==> config.mk <==
export PLATFORM = sky130hd
export DESIGN_NAME = serial_addsub
export DESIGN_NICKNAME = d
export VERILOG_FILES = /design/src/rtl/serial_addsub.sv
export SDC_FILE = /design/constraint.sdc
export NUM_CORES = 1
export LEC_CHECK = 0
export CAP_MARGIN = 20
export CORE_ASPECT_RATIO = 1.5
export CORE_MARGIN = 8
export CORE_UTILIZATION = 49
export DETAILED_ROUTE_END_ITERATION = 6
export PLACE_DENSITY_LB_ADDON = 0.3
export SETUP_SLACK_MARGIN = 0.3
export SLEW_MARGIN = 20
export SYNTH_ARGS = -nofsm -noshare
export SYNTH_HDL_FRONTEND = slang
export SYNTH_SLANG_ARGS = --single-unit
==> constraint.sdc <==
create_clock -name clk -period 1.4 [get_ports clk]
set_input_delay 0.14 -clock clk [delete_from_list [all_inputs] [get_ports clk]]
set_output_delay 0.14 -clock clk [all_outputs]
set_load 0.01 [all_outputs]
==> src/rtl/serial_addsub.sv <==
// Bit-serial adder/subtractor: one full-adder slice plus a carry flop,
// LSB first, one bit per clock, with parallel result/carry/overflow.
module serial_addsub #(
  parameter int WIDTH = 8
) (
  input  logic             clk,
  input  logic             reset,
  input  logic             start,
  input  logic             sub,
  input  logic [WIDTH-1:0] a,
  input  logic [WIDTH-1:0] b,
  output logic             busy,
  output logic             sum_bit,
  output logic             done,
  output logic [WIDTH-1:0] result,
  output logic             carry_out,
  output logic             overflow
);

  localparam int CW = $clog2(WIDTH + 1);

  typedef enum logic [1:0] {
    IDLE,
    RUN,
    DONE
  } state_t;

  state_t           state_q, state_d;
  logic [WIDTH-1:0] opa_q, opa_d;
  logic [WIDTH-1:0] opb_q, opb_d;
  logic [WIDTH-1:0] result_q, result_d;
  logic [CW-1:0]    cnt_q, cnt_d;
  logic             carry_q, carry_d;
  logic             cin_msb_q, cin_msb_d;

  logic s_bit;
  logic c_bit;

  assign s_bit = opa_q[0] ^ opb_q[0] ^ carry_q;
  assign c_bit = (opa_q[0] & opb_q[0])
               | (opa_q[0] & carry_q)
               | (opb_q[0] & carry_q);

  always_ff @(posedge clk or posedge reset) begin
    if (reset) begin
      state_q   <= IDLE;
      opa_q     <= '0;
      opb_q     <= '0;
      result_q  <= '0;
      cnt_q     <= '0;
      carry_q   <= 1'b0;
      cin_msb_q <= 1'b0;
    end else begin
      state_q   <= state_d;
      opa_q     <= opa_d;
      opb_q     <= opb_d;
      result_q  <= result_d;
      cnt_q     <= cnt_d;
      carry_q   <= carry_d;
      cin_msb_q <= cin_msb_d;
    end
  end

  always_comb begin
    state_d   = state_q;
    opa_d     = opa_q;
    opb_d     = opb_q;
    result_d  = result_q;
    cnt_d     = cnt_q;
    carry_d   = carry_q;
    cin_msb_d = cin_msb_q;
    case (state_q)
      IDLE, DONE: begin
        if (start) begin
          // Subtraction is a + ~b + 1: the +1 rides in as the initial carry.
          opa_d     = a;
          opb_d     = sub ? ~b : b;
          carry_d   = sub;
          cnt_d     = '0;
          result_d  = '0;
          cin_msb_d = 1'b0;
          state_d   = RUN;
        end else if (state_q == DONE) begin
          state_d = IDLE;
        end
      end
      RUN: begin
        result_d = {s_bit, result_q[WIDTH-1:1]};
        opa_d    = opa_q >> 1;
        opb_d    = opb_q >> 1;
        carry_d  = c_bit;
        cnt_d    = cnt_q + 1'b1;
        if (cnt_q == CW'(WIDTH - 1)) begin
          cin_msb_d = carry_q;
          state_d   = DONE;
        end
      end
      default: state_d = IDLE;
    endcase
  end

  // Flags are masked while running so they read as cleared after accept.
  assign busy      = (state_q == RUN);
  assign done      = (state_q == DONE);
  assign sum_bit   = s_bit;
  assign result    = result_q;
  assign carry_out = (state_q != RUN) & carry_q;
  assign overflow  = (state_q != RUN) & (cin_msb_q ^ carry_q);

endmodule
# Yosys cells after proc, flatten, opt, wreduce, memory -nomap -nowiden
# Index checks and enable logic that the tools add are counted.
[word_totals]
out_inout_bits = 13
word_cells = 50
register_bits = 32
input_bits = 20
[classes]
add_sub_neg = 1
mux = 18
bitwise_logic = 11
eq_ne = 7
n_reduce_logical = 6
[ops]
columns = ["cell", "n"]
rows = [
  ["$pmux W8 S2", 3],
  ["$mux W8", 4],
  ["$not A8 Y8", 1],
  ["$pmux W4 S2", 1],
  ["$mux W2", 3],
  ["$and A1 B1 Y1", 5],
  ["$add A4 B1 Y4 const B", 1],
  ["$eq A4 B3 Y1 const B", 1],
  ["$mux W4", 1],
  ["$ne A2 B1 Y1 const B", 2],
  ["$pmux W1 S2", 2],
  ["$pmux W2 S2", 1],
  ["$reduce_and A2 Y1", 2],
  ["$mux W1", 3],
  ["$ne A3 B3 Y1 const B", 1],
  ["$reduce_and A3 Y1", 1],
  ["$xor A1 B1 Y1", 3],
  ["$eq A2 B1 Y1 const B", 1],
  ["$eq A2 B2 Y1 const B", 1],
  ["$logic_not A2 Y1", 1],
  ["$ne A2 B2 Y1 const B", 1],
  ["$or A1 B1 Y1", 2],
  ["$reduce_bool A2 Y1", 1],
  ["$reduce_or A2 Y1", 1],
]

# Longest topological paths before layout
[depth]
ltp_word = 4
depth_mapped = 5
ltp_nobuf = 4

# Least setup slack after synthesis
# Ideal clock, no wire load.
[synth_timing]
path_type = "flip-flop to flip-flop"
start = "reg opa_q[0]"
end = "reg result_q[7] (netlist: result[7])"
synth_period_minus_slack_ns = 1.256
stages_incl_launch_ff = 3
slack_ns = 0.144
t_arrival_ns = 1.135
path_cell_list = "dfrtp_1 > fa_1 > a22o_1"
[synth_via]
elab_chain_len = 3
[synth_lines]
columns = ["element", "line", "rtl"]
rows = [
  ["start: declaration", "29", "logic [WIDTH-1:0] opa_q, opa_d;"],
  ["start signal: assignment", "55", "opa_q <= opa_d;"],
  ["$xor A1 B1 Y1 (2 in a row)", "39", "assign s_bit = opa_q[0] ^ opb_q[0] ^ carry_q;"],
  ["net sum_bit", "13", "output logic sum_bit,"],
  ["$pmux W8 S2", "72", "case (state_q)"],
  ["end signal: assignment", "57", "result_q <= result_d;"],
  ["end: declaration", "31", "logic [WIDTH-1:0] result_q, result_d;"],
]
# The timed path passes the listed nets, and every way through them passes these cells.
# A chain may end at the register's enable or synchronous reset.

# Worst setup path after layout
[layout_timing]
start = "reg opb_q[0]"
end = "out sum_bit"
[layout_via]
elab_chain_len = 2
[layout_lines]
columns = ["element", "line", "rtl"]
rows = [
  ["start: declaration", "30", "logic [WIDTH-1:0] opb_q, opb_d;"],
  ["start signal: assignment", "56", "opb_q <= opb_d;"],
  ["$xor A1 B1 Y1 (2 in a row)", "39", ""],
  ["end: declaration", "13", ""],
]
# No other way between the ends.

==> results.py <==
metrics = {
    "run_status": {
        "status": "complete, but fails checks",
        "violations": "setup timing",
    },
    "yosys": {
        "synth_top_family_by_area": "compound AO/OA/AOI/OAI gates",
        "netlist_area_sq_um": 1440,
        "synth_edf_count": 0,
        "yosysSeqAreaShare_pct": 55.6,
        "muxShareOfSynthArea_pct": 2.09,
        "synth_xor_xnor_area_share_pct": 5.47,
        "ys_ff_latch": 32,
        "synthArstFlopShare_pct": 100,
        "yosys.area_share.adder_pct": 2.26,
        "synth_simple_gate_area_share_pct": 13.0,
        "synth_compound_area_share_pct": 16.9,
        "synth_ff_type": "dfrtp_1",
        "syn_nets": 146,
        "yosys_warnings": 0,
        "yosysUniqueCellTypes": 27,
        "netlist_instances": 124,
        "syn-mean-instance-area_sq_um": 11.6,
    },
    "timing": {
        "fmax_mhz": 635,
        "finalHoldViolCount": 0,
        "fin_skew_ns": 0.0205,
        "timing.final.crit_share_pct": 113,
        "relSlewSlack_pct": 72.3,
        "fin_crit_ns": 1.58,
        "setup_ws_ns": -0.175,
        "rsz0062_at_grt": "yes",
        "worst_pin_slew_ns": 0.415,
        "drv_slew": 0,
        "setup_viol": 22,
    },
    "critical_path": {
        "r2r_slack_ns": -0.12,
        "crit_path_end_kind": "output pin",
        "worstReg2RegEnd": "opb_q[1]",
        "r2r-start": "state_q[0]",
        "crit_path_max_fanout": 2,
        "worstSetupPathType": "reg2out",
        "startpoint_type": "register",
        "required_ns": 1.26,
        "ff2ff_path_depth": 6,
        "critPathArrivalTime_ns": 1.44,
    },
    "clocking": {
        "cts-root-buf": "clkbuf_8",
        "cts_hold_buffers": 0,
        "numCtsBuffers": 5,
        "cts_max_level": 2,
        "cts_tree": "built",
        "clk_latency_ns": 0.30,
        "clk_transition_reported_paths_ns": 0.08,
        "cts_buffer_depth": 2,
        "clock_sinks": 32,
    },
    "detailed_routing": {
        "firstDrtPassIters": 4,
        "routed_wl_mm": 5.38,
        "ant_nets": 0,
        "post_drt_wl_per_cell_um": 22.9,
        "vias": 1383,
        "avgViaCountPerCell": 5.89,
        "dr.first_iter.drc_count": 83,
        "remaining_drc_errors": 0,
    },
    "placement": {
        "dp_worst_setup_slack_ns": -0.244,
        "gp_congestion": 0.773,
        "dp_cells": 200,
        "port_buffers": 32,
        "hpwl_mm": 2.50,
    },
    "power": {
        "p_per_area_nw_per_um2": 2450,
        "peakVddDrop_v": 0.00163,
        "finalPower_uw": 5860,
        "leakagePower_uw": 0.00110,
    },
    "global_routing": {
        "grt_max_degree": 33,
        "grt_first_pass_wirelength_mm": 7.65,
        "grt.total_usage_pct": 21.0,
        "gr-total-overflow": 0,
        "antenna_found_initial": 0,
        "grt_pass1_vias": 1479,
    },
    "cells_and_area": {
        "final_util_pct": 83.9,
        "layout_common_cells": "31 x dfrtp_1, 18 x clkdlybuf4s50_1, 18 x buf_4",
        "nets": 217,
        "num_antenna_cells": 0,
        "drive_gt1_share_pct": 42.9,
        "stdcell_count": 235,
        "layout_commonest_cell": "dfrtp_1",
        "syn_to_final_growth_pct": 66.3,
    },
    "floorplan": {
        "start_util_pct": 50.5,
        "die_area_sq_um": 4970,
        "pin_count": 33,
        "rows": 24,
        "die_y_um": 82.4,
        "die_w_um": 60.3,
        "fp.coreArea_sq_um": 2850,
    },
    "flow_run": {
        "maxCapViolCount": 0,
    },
    "worst_hold_path": {
        "min_path_type": "in2async",
    },
}
==> state kept, by name, indices dropped and copies added (netlist names) <==
name	count
carry_q	1
opb_q	8
cnt_q	4
state_q	2
result	8
cin_msb_q	1
opa_q	8
==> Yosys cell counts, types with 3 or more instances <==
| cell | number | area, sq um |
|---|---|---|
| a22o_1 | 12 | 105 |
| nand3_1 | 8 | 40.0 |
| a221o_1 | 8 | 80.1 |
| dfrtp_1 | 32 | 801 |
| buf_2 | 6 | 30.0 |
| a22oi_1 | 7 | 52.6 |
| mux2i_1 | 3 | 30.0 |
| nand2_1 | 11 | 41.3 |
| nor2_1 | 9 | 33.8 |
| xnor2_1 | 8 | 70.1 |
==> power breakdown <==
group,total [uW],switching (uW),internal (uW)
clock,768,367,401
combinational,3380,1500,1880
sequential,1710,383,1330
total,5860,2250,3610
==> through the flow <==
stage	TNS [ns]	hold slack, ns	instance area [sq um]
finish	-1.11	0.221	2390
global route	-1.80	0.291	2390
CTS	-0.400	0.252	2310
detailed placement	-0.249	0.462	1870
global placement	-0.237	0.454	1870
floorplan	0	0.256	1470
==> worst max-delay path: stages, from the launching register on <==
cell	delay, ns
dfrtp_1	0.43
fa_2	0.61
buf_6	0.11
==> area by class of cell <==
| class | count | area [sq um] |
|---|---|---|
| fill | 136 | 458 |
| multi-input combinational | 81 | 704 |
| clock buffer | 8 | 90.1 |
| tap | 39 | 48.8 |
| timing repair buffer | 72 | 733 |
| sequential | 32 | 802 |
| inverter | 3 | 16.3 |
==> how the worst max path moves through the flow <==
stage / endpoint / slack, ns / cells past startpoint / start
6_report: sum_bit / -0.18 / 2 / opb_q[0]
5_1_grt: sum_bit / -0.20 / 2 / opb_q[0]
4_1_cts: sum_bit / -0.12 / 2 / carry_q
3_5_place_dp: sum_bit / -0.24 / 2 / opb_q[0]
3_3_place_gp: sum_bit / -0.23 / 2 / opb_q[0]
2_1_floorplan: result[7] / 0.18 / 2 / opb_q[0]
==> layer usage <==
metal	track usage [%]	vias to the layer above	wire length (um)	share of wire, %
met1	22.4	715	2010	37
li1	-	585	-	-
met4	8.15	0	188	3.5
met5	0	-	0	0
met3	5.58	12	299	5.6
met2	38.0	71	2890	54
==> logic make-up (layout without fill, tap and decap cells) <==
kind of cell / after synthesis / count (layout)
adders and majority gates: 2 / 2
muxes: 3 / 3
xor gates and xnor gates: 9 / 9
and+or+nand+nor: 38 / 39
DFF: 32 / 32
AOI/OAI and AO/OA: 28 / 28
buffers and inverters: 12 / 83
==> timing repair <==
item | in CTS | in global routing
cloned | 2 | 0
pin swaps | 11 | 14
setup buffers | 18 | 7
endpoints found under the setup margin | 44 | 42
resized for setup | 79 | 19
Power figures use the tool's default switching activity.
==> edit (same settings) <==
Re-encode `state_t` (3 states) as one-hot, 3 bits wide.
--- a/src/rtl/serial_addsub.sv
+++ b/src/rtl/serial_addsub.sv
@@ -21,6 +21,6 @@
 
-  typedef enum logic [1:0] {
-    IDLE,
-    RUN,
-    DONE
+  typedef enum logic [2:0] {
+    IDLE = 3'b001,
+    RUN  = 3'b010,
+    DONE = 3'b100
   } state_t;
Check against the original RTL: no difference found for any inputs over 10 cycles, from zero or initial values and one cycle with reset high; not proved beyond that.
==> edit against the unedited design <==
Via count increased by 2.7%. Critical path type is now flop to flop. Register-to-register slack got worse by 30 ps. Clock power decreased by 12%. Final cell count increased by 9.4%. Routed wire length decreased by 16%. Area after synthesis increased by 7.2%. Cell area increased by 2.2%. Total power decreased by 22%. The run still ends with setup timing left. Setup slack improved by 22 ps. Sequential cell count increased by 1.
==> edit: results <==
{
  "vdd_ir_drop_max_mv": 1.47,
  "setup_viol": 30,
  "hold_violations": 0,
  "slowest_delay_ps": 400,
  "yosysSeqAreaShare_pct": 53.6,
  "failed_checks": "setup timing",
  "cp_slowest_cell": "or3b_4",
  "syn-num-nets": 175,
  "setup_ws_ps": -154,
  "grt_pass1_wl_um": 7400,
  "critical_path.endpoint": "opb_q[6]",
  "r2r_cells": 5,
  "drtIter0Drc": 33,
  "nFillCells": 169,
  "path_max_fanout": 10,
  "tns_ps": -2670,
  "clockBufferDepth": 2,
  "clk_pin_slew_worst_paths_ps": 70,
  "routed_wl_um": 4500,
  "startpoint": "state_q[2]",
  "track_usage_pct": 19.0,
  "p_leak_nw": 1.10,
  "status": "finished with violations",
  "hold_path_class": "input pin to async pin",
  "numPortBuffers": 32,
  "crit_family": "simple AND/OR/NAND/NOR gates",
  "vias": 1420,
  "clockRootBuffer": "clkbuf_8",
  "ys_seq_elements": 33,
  "timing.slew.headroom_pct": 79.5,
  "drive_above_1_share_pct": 37.3,
  "skew_ps": 8.01,
  "synth_commonest_cells": "dfrtp_1, nand2_1, o21ai_0",
  "dp_hpwl_um": 2820,
  "dpl_worst_slack_ps": -257,
  "ys_top_cells_by_area": "dfrtp_1, xnor2_1, nand2_1",
  "nets": 238,
  "synthDistinctLibCells": 32,
  "gp_congestion": 0.803,
  "cp.arrival_ps": 1720,
  "grt_pass1_vias": 1535,
  "grt_max_degree": 34
}
## edit: where the power goes
group          internal, mW  total [mW]  leakage (nW)  switching (mW)
combinational          1.21        2.37         0.636            1.16
clock                 0.344       0.676        0.0450           0.332
sequential             1.29        1.52         0.418           0.231
total                  2.84        4.56          1.10            1.72
## edit: logic make-up (layout without fill, tap and decap cells)
group,Yosys count,count (layout),share of synthesized area [%]
AO/OA/AOI/OAI,42,42,18.7
XOR/XNOR,11,11,6.24
adder cells (fa/ha/maj),2,2,2.11
buffers and inverters,22,86,6.32
flip-flops,33,33,53.6
multiplexers,1,1,0.648
AND/OR/NAND/NOR,42,42,12.4
## edit: worst reg2reg max path, delay by kind of cell, from the launching register on
family	cells	cell delay (ps)
compound gates	2	400
flops	1	390
simple gates	1	400
buf+inv	2	230
## edit: cell type report
| cell class | count | share of cell area [%] |
|---|---|---|
| Sequential cell | 33 | 33.8 |
| Multi-Input combinational cell | 98 | 31.6 |
| Timing Repair Buffer | 67 | 27.4 |
| Clock buffer | 6 | 2.96 |
| Tap cell | 40 | 2.04 |
| Inverter | 11 | 1.79 |
| Clock inverter | 2 | 0.409 |
## edit: routing by layer
metal	vias up	track usage (%)	wire (µm)
met2	53	32.2	2440
met4	0	9.79	105
met1	698	20.8	1680
li1	658	-	-
met3	11	3.82	276
met5	-	0	0
## edit: stage by stage
step	instances	hold slack, ps	instance area (µm²)	power, mW
floorplan	153	268	1590	2.58
global placement	231	487	2030	3.16
global route	257	226	2450	4.83
CTS	252	220	2370	4.38
finish	257	204	2450	4.56
detailed placement	231	491	2030	3.27
## edit: repair_timing
action                                  in CTS  in global routing
gates resized for setup                     88                 16
endpoints found under the hold margin        0                  0
pin swaps                                   13                  4
endpoints found under the setup margin      46                 44
cloned                                       3                  0
buffers inserted                            10                  5
